<file path="src/rtl/video_timing_pkg.sv">
// video_timing_pkg
// Shared timing constants, rectangle types and helper functions for the
// mask stream generator. The timing counter and the rectangle/centroid logic
// in the top module both use these definitions.
//
// Contents:
//    IMG_W/IMG_H, porches and sync widths, derived H_TOTAL/V_TOTAL
//    rect_t    : rectangle as supplied on the input ports (x0, y0, w, h)
//    clip_t    : rectangle clipped to the active image, 12-bit coordinates
//    clipRect  : clips a rect_t against the active image
//    midpoint  : floor midpoint of a half-open interval [lo, hi)
package video_timing_pkg;

   localparam int IMG_W  = 64;
   localparam int IMG_H  = 64;
   localparam int H_FP   = 2;
   localparam int H_SYNC = 4;
   localparam int H_BP   = 2;
   localparam int V_FP   = 1;
   localparam int V_SYNC = 2;
   localparam int V_BP   = 1;

   localparam int H_TOTAL = IMG_W + H_FP + H_SYNC + H_BP;
   localparam int V_TOTAL = IMG_H + V_FP + V_SYNC + V_BP;

   localparam int COORD_W     = 11;
   localparam int CALC_W      = 12;
   localparam int FRAME_CNT_W = 16;

   typedef logic [COORD_W-1:0] coord_t;
   typedef logic [CALC_W-1:0]  calc_t;

   typedef struct packed {
      coord_t x0;
      coord_t y0;
      coord_t w;
      coord_t h;
   } rect_t;

   typedef struct packed {
      calc_t x0;
      calc_t x1;
      calc_t y0;
      calc_t y1;
      logic  valid;
   } clip_t;

   localparam calc_t IMG_W_C = calc_t'(IMG_W);
   localparam calc_t IMG_H_C = calc_t'(IMG_H);

   // The end coordinate is formed one bit wider than the inputs so that
   // x0+w can never wrap, then clamped to the image edge. A rectangle that
   // starts at or beyond the edge ends up with x1 <= x0 and is reported empty.
   function automatic clip_t clipRect(input rect_t r);
      clip_t c;
      calc_t xEnd;
      calc_t yEnd;
      xEnd    = {1'b0, r.x0} + {1'b0, r.w};
      yEnd    = {1'b0, r.y0} + {1'b0, r.h};
      c.x0    = {1'b0, r.x0};
      c.y0    = {1'b0, r.y0};
      c.x1    = (xEnd < IMG_W_C) ? xEnd : IMG_W_C;
      c.y1    = (yEnd < IMG_H_C) ? yEnd : IMG_H_C;
      c.valid = (c.x1 > c.x0) && (c.y1 > c.y0);
      return c;
   endfunction

   // Floor of the centre of the inclusive span [lo, hi-1]. Only meaningful
   // for a non-empty span; callers force the result to 0 otherwise.
   function automatic coord_t midpoint(input calc_t lo, input calc_t hi);
      calc_t sum;
      sum = lo + hi - calc_t'(1);
      return sum[CALC_W-1:1];
   endfunction

endpackage

</file>
<file path="src/rtl/video_timing_counter.sv">
// video_timing_counter
// Free-running horizontal/vertical position counters with the decoded
// video timing terms. Everything advances only on cycles with ce_i=1.
//
// Ports:
//    clk_i        : clock, rising edge
//    rst_ni       : asynchronous reset, active low
//    ce_i         : clock enable
//    hCnt_o       : current horizontal position (0..H_TOTAL-1)
//    vCnt_o       : current vertical position (0..V_TOTAL-1)
//    active_o     : current position is inside the active image (combinational)
//    frameWrap_o  : current position is the last one of the frame (combinational)
//    de_o         : registered active-video flag, one ce cycle behind the counters
//    hsync_o      : registered horizontal sync, one ce cycle behind the counters
//    vsync_o      : registered vertical sync, one ce cycle behind the counters
module video_timing_counter
   import video_timing_pkg::*;
(
   input  logic               clk_i,
   input  logic               rst_ni,
   input  logic               ce_i,
   output logic [COORD_W-1:0] hCnt_o,
   output logic [COORD_W-1:0] vCnt_o,
   output logic               active_o,
   output logic               frameWrap_o,
   output logic               de_o,
   output logic               hsync_o,
   output logic               vsync_o
);

   localparam logic [COORD_W-1:0] H_LAST   = COORD_W'(H_TOTAL - 1);
   localparam logic [COORD_W-1:0] V_LAST   = COORD_W'(V_TOTAL - 1);
   localparam logic [COORD_W-1:0] H_ACT    = COORD_W'(IMG_W);
   localparam logic [COORD_W-1:0] V_ACT    = COORD_W'(IMG_H);
   localparam logic [COORD_W-1:0] HS_START = COORD_W'(IMG_W + H_FP);
   localparam logic [COORD_W-1:0] HS_END   = COORD_W'(IMG_W + H_FP + H_SYNC);
   localparam logic [COORD_W-1:0] VS_START = COORD_W'(IMG_H + V_FP);
   localparam logic [COORD_W-1:0] VS_END   = COORD_W'(IMG_H + V_FP + V_SYNC);

   logic [COORD_W-1:0] hCnt_q;
   logic [COORD_W-1:0] hCnt_d;
   logic [COORD_W-1:0] vCnt_q;
   logic [COORD_W-1:0] vCnt_d;
   logic               hWrap;
   logic               vWrap;
   logic               deDec;
   logic               hsyncDec;
   logic               vsyncDec;
   logic               de_q;
   logic               hsync_q;
   logic               vsync_q;

   // Next position: the line counter only moves when the pixel counter wraps.
   always_comb begin
      hWrap  = (hCnt_q == H_LAST);
      vWrap  = (vCnt_q == V_LAST);
      hCnt_d = hWrap ? '0 : hCnt_q + COORD_W'(1);
      vCnt_d = vCnt_q;
      if (hWrap) begin
         vCnt_d = vWrap ? '0 : vCnt_q + COORD_W'(1);
      end
   end

   // Timing decode of the current position. vsync depends on the line only,
   // so it covers whole lines including their horizontal blanking.
   always_comb begin
      deDec    = (hCnt_q < H_ACT) && (vCnt_q < V_ACT);
      hsyncDec = (hCnt_q >= HS_START) && (hCnt_q < HS_END);
      vsyncDec = (vCnt_q >= VS_START) && (vCnt_q < VS_END);
   end

   // Counters and the registered timing outputs share one enable, so a
   // stalled cycle freezes position and outputs together.
   always_ff @(posedge clk_i or negedge rst_ni) begin
      if (!rst_ni) begin
         hCnt_q  <= '0;
         vCnt_q  <= '0;
         de_q    <= 1'b0;
         hsync_q <= 1'b0;
         vsync_q <= 1'b0;
      end else if (ce_i) begin
         hCnt_q  <= hCnt_d;
         vCnt_q  <= vCnt_d;
         de_q    <= deDec;
         hsync_q <= hsyncDec;
         vsync_q <= vsyncDec;
      end
   end

   assign hCnt_o      = hCnt_q;
   assign vCnt_o      = vCnt_q;
   assign active_o    = deDec;
   assign frameWrap_o = hWrap && vWrap;
   assign de_o        = de_q;
   assign hsync_o     = hsync_q;
   assign vsync_o     = vsync_q;

endmodule

</file>
<file path="src/rtl/mask_stream_gen.sv">
// mask_stream_gen
// Video timing generator that also produces a per-pixel mask for a
// rectangle and the expected floor centroid of that rectangle after
// clipping to the active image. The rectangle is sampled once per frame,
// on the first vsync position, and applies to the following frame.
//
// Ports:
//    clk        : clock, rising edge
//    rst        : asynchronous reset, active low
//    ce         : clock enable; nothing advances while ce=0
//    rect_x0/y0 : rectangle top-left corner
//    rect_w/h   : rectangle width and height
//    de         : active-video flag
//    hsync      : horizontal sync, active high
//    vsync      : vertical sync, active high
//    mask       : active pixel inside the latched rectangle
//    exp_x/y    : floor centroid of the clipped latched rectangle (0 if empty)
//    exp_valid  : clipped latched rectangle is non-empty
//    frame_cnt  : number of completed frames, wraps modulo 2^16
module mask_stream_gen
   import video_timing_pkg::*;
(
   input  logic                   clk,
   input  logic                   rst,
   input  logic                   ce,
   input  logic [COORD_W-1:0]     rect_x0,
   input  logic [COORD_W-1:0]     rect_y0,
   input  logic [COORD_W-1:0]     rect_w,
   input  logic [COORD_W-1:0]     rect_h,
   output logic                   de,
   output logic                   hsync,
   output logic                   vsync,
   output logic                   mask,
   output logic [COORD_W-1:0]     exp_x,
   output logic [COORD_W-1:0]     exp_y,
   output logic                   exp_valid,
   output logic [FRAME_CNT_W-1:0] frame_cnt
);

   localparam logic [COORD_W-1:0] V_LOAD = COORD_W'(IMG_H + V_FP);

   logic [COORD_W-1:0]     hCnt;
   logic [COORD_W-1:0]     vCnt;
   logic                   active;
   logic                   frameWrap;
   logic                   loadPos;
   rect_t                  rectIn;
   rect_t                  shadow_q;
   rect_t                  shadow_d;
   clip_t                  clip;
   logic                   maskDec;
   logic                   mask_q;
   logic [COORD_W-1:0]     expX_q;
   logic [COORD_W-1:0]     expX_d;
   logic [COORD_W-1:0]     expY_q;
   logic [COORD_W-1:0]     expY_d;
   logic                   expValid_q;
   logic                   expValid_d;
   logic [FRAME_CNT_W-1:0] frameCnt_q;
   logic [FRAME_CNT_W-1:0] frameCnt_d;

   video_timing_counter u_timing (
      .clk_i       (clk),
      .rst_ni      (rst),
      .ce_i        (ce),
      .hCnt_o      (hCnt),
      .vCnt_o      (vCnt),
      .active_o    (active),
      .frameWrap_o (frameWrap),
      .de_o        (de),
      .hsync_o     (hsync),
      .vsync_o     (vsync)
   );

   assign rectIn = {rect_x0, rect_y0, rect_w, rect_h};

   // The shadow copy is taken at the first position of the first vsync line,
   // well clear of active video, so a frame never sees a half-updated rectangle.
   always_comb begin
      loadPos  = (vCnt == V_LOAD) && (hCnt == '0);
      shadow_d = loadPos ? rectIn : shadow_q;
   end

   assign clip = clipRect(shadow_q);

   // Mask and centroid are both derived from the shadow as it stands before
   // this cycle's load, so the centroid follows the load by one ce cycle.
   always_comb begin
      maskDec    = active
                   && ({1'b0, hCnt} >= clip.x0) && ({1'b0, hCnt} < clip.x1)
                   && ({1'b0, vCnt} >= clip.y0) && ({1'b0, vCnt} < clip.y1);
      expValid_d = clip.valid;
      expX_d     = clip.valid ? midpoint(clip.x0, clip.x1) : '0;
      expY_d     = clip.valid ? midpoint(clip.y0, clip.y1) : '0;
      frameCnt_d = frameWrap ? frameCnt_q + FRAME_CNT_W'(1) : frameCnt_q;
   end

   // All rectangle-side state shares the counter's enable so stalls never
   // skip or repeat a load, a mask pixel or a frame count.
   always_ff @(posedge clk or negedge rst) begin
      if (!rst) begin
         shadow_q   <= '0;
         mask_q     <= 1'b0;
         expX_q     <= '0;
         expY_q     <= '0;
         expValid_q <= 1'b0;
         frameCnt_q <= '0;
      end else if (ce) begin
         shadow_q   <= shadow_d;
         mask_q     <= maskDec;
         expX_q     <= expX_d;
         expY_q     <= expY_d;
         expValid_q <= expValid_d;
         frameCnt_q <= frameCnt_d;
      end
   end

   assign mask      = mask_q;
   assign exp_x     = expX_q;
   assign exp_y     = expY_q;
   assign exp_valid = expValid_q;
   assign frame_cnt = frameCnt_q;

endmodule

</file>
<file path="config.mk">
export PLATFORM = sky130hd
export DESIGN_NAME = mask_stream_gen
export DESIGN_NICKNAME = d
export VERILOG_FILES = /design/src/rtl/video_timing_pkg.sv /design/src/rtl/video_timing_counter.sv /design/src/rtl/mask_stream_gen.sv
export SDC_FILE = /design/constraint.sdc
export NUM_CORES = 1
export LEC_CHECK = 0
export CORE_UTILIZATION = 52
export CTS_BUF_LIST = sky130_fd_sc_hd__clkbuf_8
export DETAILED_ROUTE_END_ITERATION = 6
export PLACE_DENSITY = 0.76
export SLEW_MARGIN = 30
export SYNTH_ARGS = -nofsm -noshare
export SYNTH_HDL_FRONTEND = slang
export SYNTH_SLANG_ARGS = --single-unit
export TNS_END_PERCENT = 100
</file>
<file path="constraint.sdc">
create_clock -name clk -period 10.6 [get_ports clk]
set_input_delay 2.12 -clock clk [delete_from_list [all_inputs] [get_ports clk]]
set_output_delay 2.12 -clock clk [all_outputs]
set_load 0.05 [all_outputs]
</file>
; ---- After elaboration in Yosys (flattened, before gate mapping)
; Index checks and enable logic that the tools add are counted.
[classes]
addsub = 9
magnitude_cmp = 14
n_eq_ne = 3
muxes = 6
n_reduce_logical = 14
[ops]
columns = operator, count
row1 = 11-bit by 7-bit < comparator with 1-bit output (second input constant), 4
row2 = 11-bit two-way mux, 4
row3 = 11-bit by 7-bit == test with 1-bit output (second input constant), 3
row4 = 11-bit by 11-bit adder with 12-bit output, 2
row5 = 11-bit by 12-bit adder with 12-bit output, 2
row6 = 12-bit by 11-bit greater-than comparator with 1-bit output, 2
row7 = 11-bit by 12-bit < comparator with 1-bit output, 2
row8 = 12-bit by 7-bit < comparator with 1-bit output (second input constant), 2
row9 = 12-bit two-way mux, 2
row10 = 12-bit by 1-bit subtractor with 12-bit output (second input constant), 2
row11 = 11-bit by 1-bit adder with 11-bit output (second input constant), 2
row12 = 11-bit >= comparator, 2
row13 = 11-bit by 7-bit >= comparator with 1-bit output (second input constant), 2
row14 = 16-bit by 1-bit adder with 16-bit output (second input constant), 1
row15 = 11-bit logical NOT, 1
row16 = 1-bit logical AND, 10
row17 = 2-bit AND reduction, 3
[totals]
regBits = 109
wordCells = 60

; ---- Depth between registers and ports, before layout
[depth]
depth_word = 7
mapped_depth = 23
depth_no_buf = 22

; ---- Cells and area by module
; A second synthesis with hierarchy kept.
[unflattened]
cells_unflattened = 893
hier_area_um2 = 8443.1
[modules_own_cells]
columns = mod, instances, cells_per_inst, area_each_um2, seq_area_each_um2
row1 = mask_stream_gen, 1, 781, 7211.9, 2102.0
row2 = video_timing_counter, 1, 112, 1231.2, 625.6

; ---- Least setup slack after synthesis
; Ideal clock, no wire load.
[synth_timing]
path_kind = register to register
start = reg shadow_q, in the netlist clip[37]
end = reg expX_q[10] (netlist: exp_x[10])
setup_ns = 0.101
arrival_time_ns = 4.977
required_ns = 10.499
setup_slack_ns = 5.523
stages_incl_launch_ff = 23
n_path_buf = 1
synth_period_minus_slack_ns = 5.077
path_cell_list = dfrtp_1 > ha_1 > inv_1 > fa_1 > nor2b_1 > o2111ai_1 > a21oi_1 > nor3_1 > or4_1 > buf_6 > or2_2 > ha_1 > inv_1 > ha_1 > fa_1 > a21o_1 > a21oi_1 > o21bai_1 > a2111o_1 > a31o_2 > a21oi_1 > xor2_1 > o32ai_1
[synth_between]
elab_chain_cells = 6
elab_cells_between_ends = 8
[synth_rtl]
columns = element, line_no
row1 = start: declaration, mask_stream_gen.sv:48  ; rect_t shadow_q;
row2 = start signal: assignment, mask_stream_gen.sv:109  ; shadow_q <= shadow_d;
row3 = 11-bit by 11-bit adder with 12-bit output, video_timing_pkg.sv:58  ; xEnd = {1'b0, r.x0} + {1'b0, r.w};
row4 = 12-bit by 7-bit < comparator with 1-bit output, video_timing_pkg.sv:62  ; c.x1 = (xEnd < IMG_W_C) ? xEnd : IMG_W_C;
row5 = 12-bit two-way mux, video_timing_pkg.sv:62
row6 = 11-bit by 12-bit adder with 12-bit output or 12-bit by 11-bit greater-than comparator with 1-bit output (tied branches), "video_timing_pkg.sv:72, video_timing_pkg.sv:64"
row7 = 12-bit by 1-bit subtractor with 12-bit output or 1-bit logical AND (tied branches), "video_timing_pkg.sv:72, video_timing_pkg.sv:64"
row8 = 11-bit two-way mux *, mask_stream_gen.sv:93  ; expX_d = clip.valid ? midpoint(clip.x0, clip.x1) : '0;
row9 = end signal: assignment, mask_stream_gen.sv:111  ; expX_q <= expX_d;
row10 = end: declaration, mask_stream_gen.sv:53  ; logic [COORD_W-1:0] expX_q;
; Mark *: on every way between the ends. The rest lies on a longest branch, timed or not.
; A chain may end at the register's enable or synchronous reset.

; ---- Final worst setup path
[layout_timing]
start = reg shadow_q, in the netlist clip[13]
end = reg expY_q[10] (netlist: exp_y[10])
[layout_between]
elab_chain_cells = 6
elab_cells_between_ends = 8
[layout_rtl]
columns = element, line_no
row1 = 11-bit by 11-bit adder with 12-bit output, video_timing_pkg.sv:59  ; yEnd = {1'b0, r.y0} + {1'b0, r.h};
row2 = 12-bit by 7-bit < comparator with 1-bit output, video_timing_pkg.sv:63  ; c.y1 = (yEnd < IMG_H_C) ? yEnd : IMG_H_C;
row3 = 12-bit two-way mux, video_timing_pkg.sv:63
row4 = 11-bit by 12-bit adder with 12-bit output or 12-bit by 11-bit greater-than comparator with 1-bit output (tied branches), "video_timing_pkg.sv:72, video_timing_pkg.sv:64"
row5 = 12-bit by 1-bit subtractor with 12-bit output or 1-bit logical AND (tied branches), "video_timing_pkg.sv:72, video_timing_pkg.sv:64"
row6 = 11-bit two-way mux *, mask_stream_gen.sv:94  ; expY_d = clip.valid ? midpoint(clip.y0, clip.y1) : '0;
row7 = end signal: assignment, mask_stream_gen.sv:112  ; expY_q <= expY_d;
row8 = end: declaration, mask_stream_gen.sv:55  ; logic [COORD_W-1:0] expY_q;
; Marks and branches as above.

==> metrics.md <==
| Metric | Value |
|---|---|
| Outcome | completed |
| 1st-pass router iterations | 5 |
| Register area share after synthesis | about a third |
| Comb power frac | about an eighth |
| Synth area leaders | dfrtp_1 (33%), ha_1 (19%), inv_1 (4.8%) |
| FP Rows | between 40 and 50 |
| Cells after Synth | around 880 |
| Total core area | 15400 um2 |
| Top FF cell, synth | dfrtp_1 |
| Area of the die | 16400 um2 |
| Max Fclk | roughly 180 MHz |
| MaxCap Viol Count | 0 |
| Sequential power share | between 50% and 60% |
| VDD IR max | around 0.068 mV |
| CP Capture Type | flip-flop |
| Crit path DAT | about 6.0 ns |
| Setup_tns | 0 ns |
| RSZ-0062 raised after global routing | false |
| Crit-path max FO | 9 |
| Drt drc | 0 |
| Worst-path clk slew | roughly 0.11 ns |
| Final number of setup-violating endpoints | 0 |
| FF+latch area | roughly 2700 um2 |
| Clock tree buffer depth | 2 |
| Vias | about 6700 |
| Post-CTS setup buffers | 0 |
| Commonest cells after routing, fill and taps aside | ha_1 (127), dfrtp_1 (109), inv_1 (108) |
| Via/cell ratio | ~5.6 |
| Total Routed Length | 19400 um |
| Tcrit/Tclk final | a little over half |
| Routability cong. | around 0.9 |
| Post-CTS sizing | 0 |
| Post-synthesis instance area | roughly 8300 um2 |
| Startpoint Class | flip-flop |
| Critical Path RT | 10.87 ns |
| Hold WS | between 0.4 and 0.5 ns |
| Leak | roughly 4.8 nW |
| Mean Syn Cell Area | 9.38 um2 |
| Initial DRC Count | about 360 |
| Worst skew pair latency | 0.39 ns |
| Syn-to-layout area delta | 16.3% |
| Routed len/inst | 16.1 um |
| Clock network power share | 30.3% |
| Slew Viols, Final | 0 |
| First-pass GRT wire length | between 30000 and 40000 um |
| Largest net degree at the start of global routing | between 60 and 70 |
| Clock Sinks | about 110 |
| Share of cells above drive strength 1 | approximately 6.7% |
| Slew headroom | 45.3% |
| Post-layout nets | ~1200 |
| Pwr Density | 82.4 nW/um2 |
| Worst Skew | roughly 0.015 ns |
| Cell Area, Placed | roughly 9500 um2 |
| Commonest non-fill, non-tap cell in the layout | ha_1 |
| Starting density of the core | a little over half |
| Num CTS Buffers | 9 |
| Switching portion of total power | between 20% and 30% |
| Netlist cell types | 66 |
| Leading area contributor after synthesis | dfrtp_1 |
| N_diodes | 0 |
| Warnings from Yosys | 0 |
| GRT Overall Usage | roughly 25% |
| Root Driver | clkbuf_8 |
| Cts hold-fix bufs | 0 |
| Remaining Overflow, GRT | 0 |
| Tmin final | 5.68 ns |
| Layout fillers | about 1300 |
| Die width | 128 um |
| Die height | between 100 and 150 um |
| Hold Crit Class | flip-flop to flip-flop |
| Final instance area | approximately 9600 um2 |
| Setup Crit Path Kind | flip-flop to flip-flop |
| Hpwl dp | around 15000 um |
| Post-synthesis sequential element count | roughly 110 |
| # port buffers | 89 |
| DRT antenna net count | 0 |
| Least-Margin Pin Slew | between 0.8 and 0.9 ns |
| Final hold violations | 0 |
| Share of the synthesized area in the top cell type | around 33% |
| I/O pin count | 90 |
| Area occupied by multi-input gates | 5150 um2 |
| H-tree depth | 3 |
| CTS tree | done |
| Fraction of registers with async set/reset | between 90% and 100% |
| Post-synth EDFFs | 0 |
| Sw power | roughly 0.00023 W |
| Internal cell power | approximately 0.00057 W |
| Vias in the first global route | between 6000 and 7000 |
| Initial antenna violation count | 0 |
-- cells in the mapped netlist (8+ instances only) --
| library cell | number |
|---|---|
| nor3_1 | 11 |
| xnor2_1 | 34 |
| nand2b_1 | 9 |
| mux2_2 | 22 |
| nor4_1 | 9 |
| clkbuf_1 | 11 |
| nand4_1 | 8 |
| dfrtp_1 | 109 |
| nor2_1 | 42 |
| xor2_1 | 21 |
| o21ai_0 | 43 |
| ha_1 | 127 |
| and3_1 | 11 |
| o21a_1 | 11 |
| nand3_1 | 27 |
| a21o_1 | 17 |
| nand2_1 | 74 |
| o32ai_2 | 9 |
| inv_1 | 107 |
| o2bb2ai_1 | 8 |
| a21oi_1 | 51 |
-- power groups by stage --
| stage | clock network, W | logic [W] | registers [W] |
|---|---|---|---|
| 2_1_floorplan | 0 | 0.0000598 | 0.000449 |
| 3_3_place_gp | 0 | 0.0000971 | 0.000458 |
| 3_5_place_dp | 0 | 0.000101 | 0.000457 |
| 4_1_cts | 0.000250 | 0.000103 | 0.000449 |
| 5_1_grt | 0.000263 | 0.000118 | 0.000451 |
| 6_report | 0.000241 | 0.000102 | 0.000451 |
-- kinds of logic (layout without fill, tap and decap cells) --
| logic type | count (synthesis) | after routing | share of synthesized area (%) |
|---|---|---|---|
| AOI/OAI and AO/OA | 203 | 203 | 17.6 |
| xor gates and xnor gates | 55 | 55 | 5.81 |
| adders and majority gates | 131 | 131 | 20.1 |
| buffers and inverters | 129 | 215 | 6.12 |
| DFF | 109 | 109 | 32.9 |
| muxes | 27 | 27 | 3.75 |
| other | 2 | 26 | 0.0907 |
| and+or+nand+nor | 227 | 227 | 13.6 |
-- critical path: stages (launching register included) --
cell and delay, ns:
dfrtp_1 0.45, ha_1 0.22, inv_1 0.07, fa_1 0.20
nor2b_1 0.08, o31a_1 0.27, o41ai_1 0.33, mux2i_1 0.15
nor4_2 0.41, and2_1 0.42, nand2b_1 0.20, ha_1 0.31
inv_1 0.05, ha_1 0.22, fa_1 0.41, a21o_1 0.19
a21oi_1 0.22, o21bai_1 0.12, a2111o_1 0.46, a31o_2 0.25
a21oi_1 0.17, xor2_1 0.23, o32ai_1 0.11
-- final cells by class --
type / instances / share of cell area [%]
Clock buffer: 10 / 1.43
Clock inverter: 5 / 0.390
Inverter: 107 / 4.17
Multi-Input combinational cell: 669 / 53.4
Sequential cell: 109 / 28.3
Tap cell: 211 / 2.74
Timing Repair Buffer: 93 / 9.53
-- final timing paths --
kind                       slack [ns]                        end                      start  cells past startpoint
min in group asynchronous        1.72       exp_x[7]$_DFFE_PN0P_                        rst                      1
min reg2reg                      0.48  frame_cnt[15]$_DFFE_PN0P_  frame_cnt[15]$_DFFE_PN0P_                      1
min                              0.48  frame_cnt[15]$_DFFE_PN0P_  frame_cnt[15]$_DFFE_PN0P_                      1
max                              4.92      exp_y[10]$_DFFE_PN0P_       clip[13]$_DFFE_PN0P_                     22
max in group asynchronous        7.64    shadow_q[3]$_DFFE_PN0P_                        rst                      2
max reg2reg                      4.92      exp_y[10]$_DFFE_PN0P_       clip[13]$_DFFE_PN0P_                     22
-- flip-flops by register name, indices dropped and copies added (netlist names) --
register / cells
shadow_q: 22
mask: 1
frame_cnt: 16
u_timing.hsync_o: 1
u_timing.vsync_o: 1
u_timing.de_o: 1
u_timing.hCnt_o: 11
clip: 22
u_timing.vCnt_o: 11
exp_valid: 1
exp_y: 11
exp_x: 11
-- metal layers --
metal,wire length [um],vias up,global-route usage (%)
li1,-,3301,-
met1,9710,3236,34.8
met2,8600,134,38.4
met3,844,16,4.47
met4,261,0,6.64
met5,0,-,0
-- per-stage QoR --
step | std cells | power [W] | util, % | worst slack [ns]
5_1_grt | 1204 | 0.000833 | 62.7 | 4.50
2_1_floorplan | 907 | 0.000508 | - | 5.52
6_report | 1204 | 0.000794 | 62.7 | 4.92
3_3_place_gp | 1189 | 0.000555 | 61.5 | 5.01
4_1_cts | 1204 | 0.000801 | 62.7 | 4.91
3_5_place_dp | 1189 | 0.000558 | 61.5 | 5.00
No activity file was read; power rests on OpenSTA's default activity.
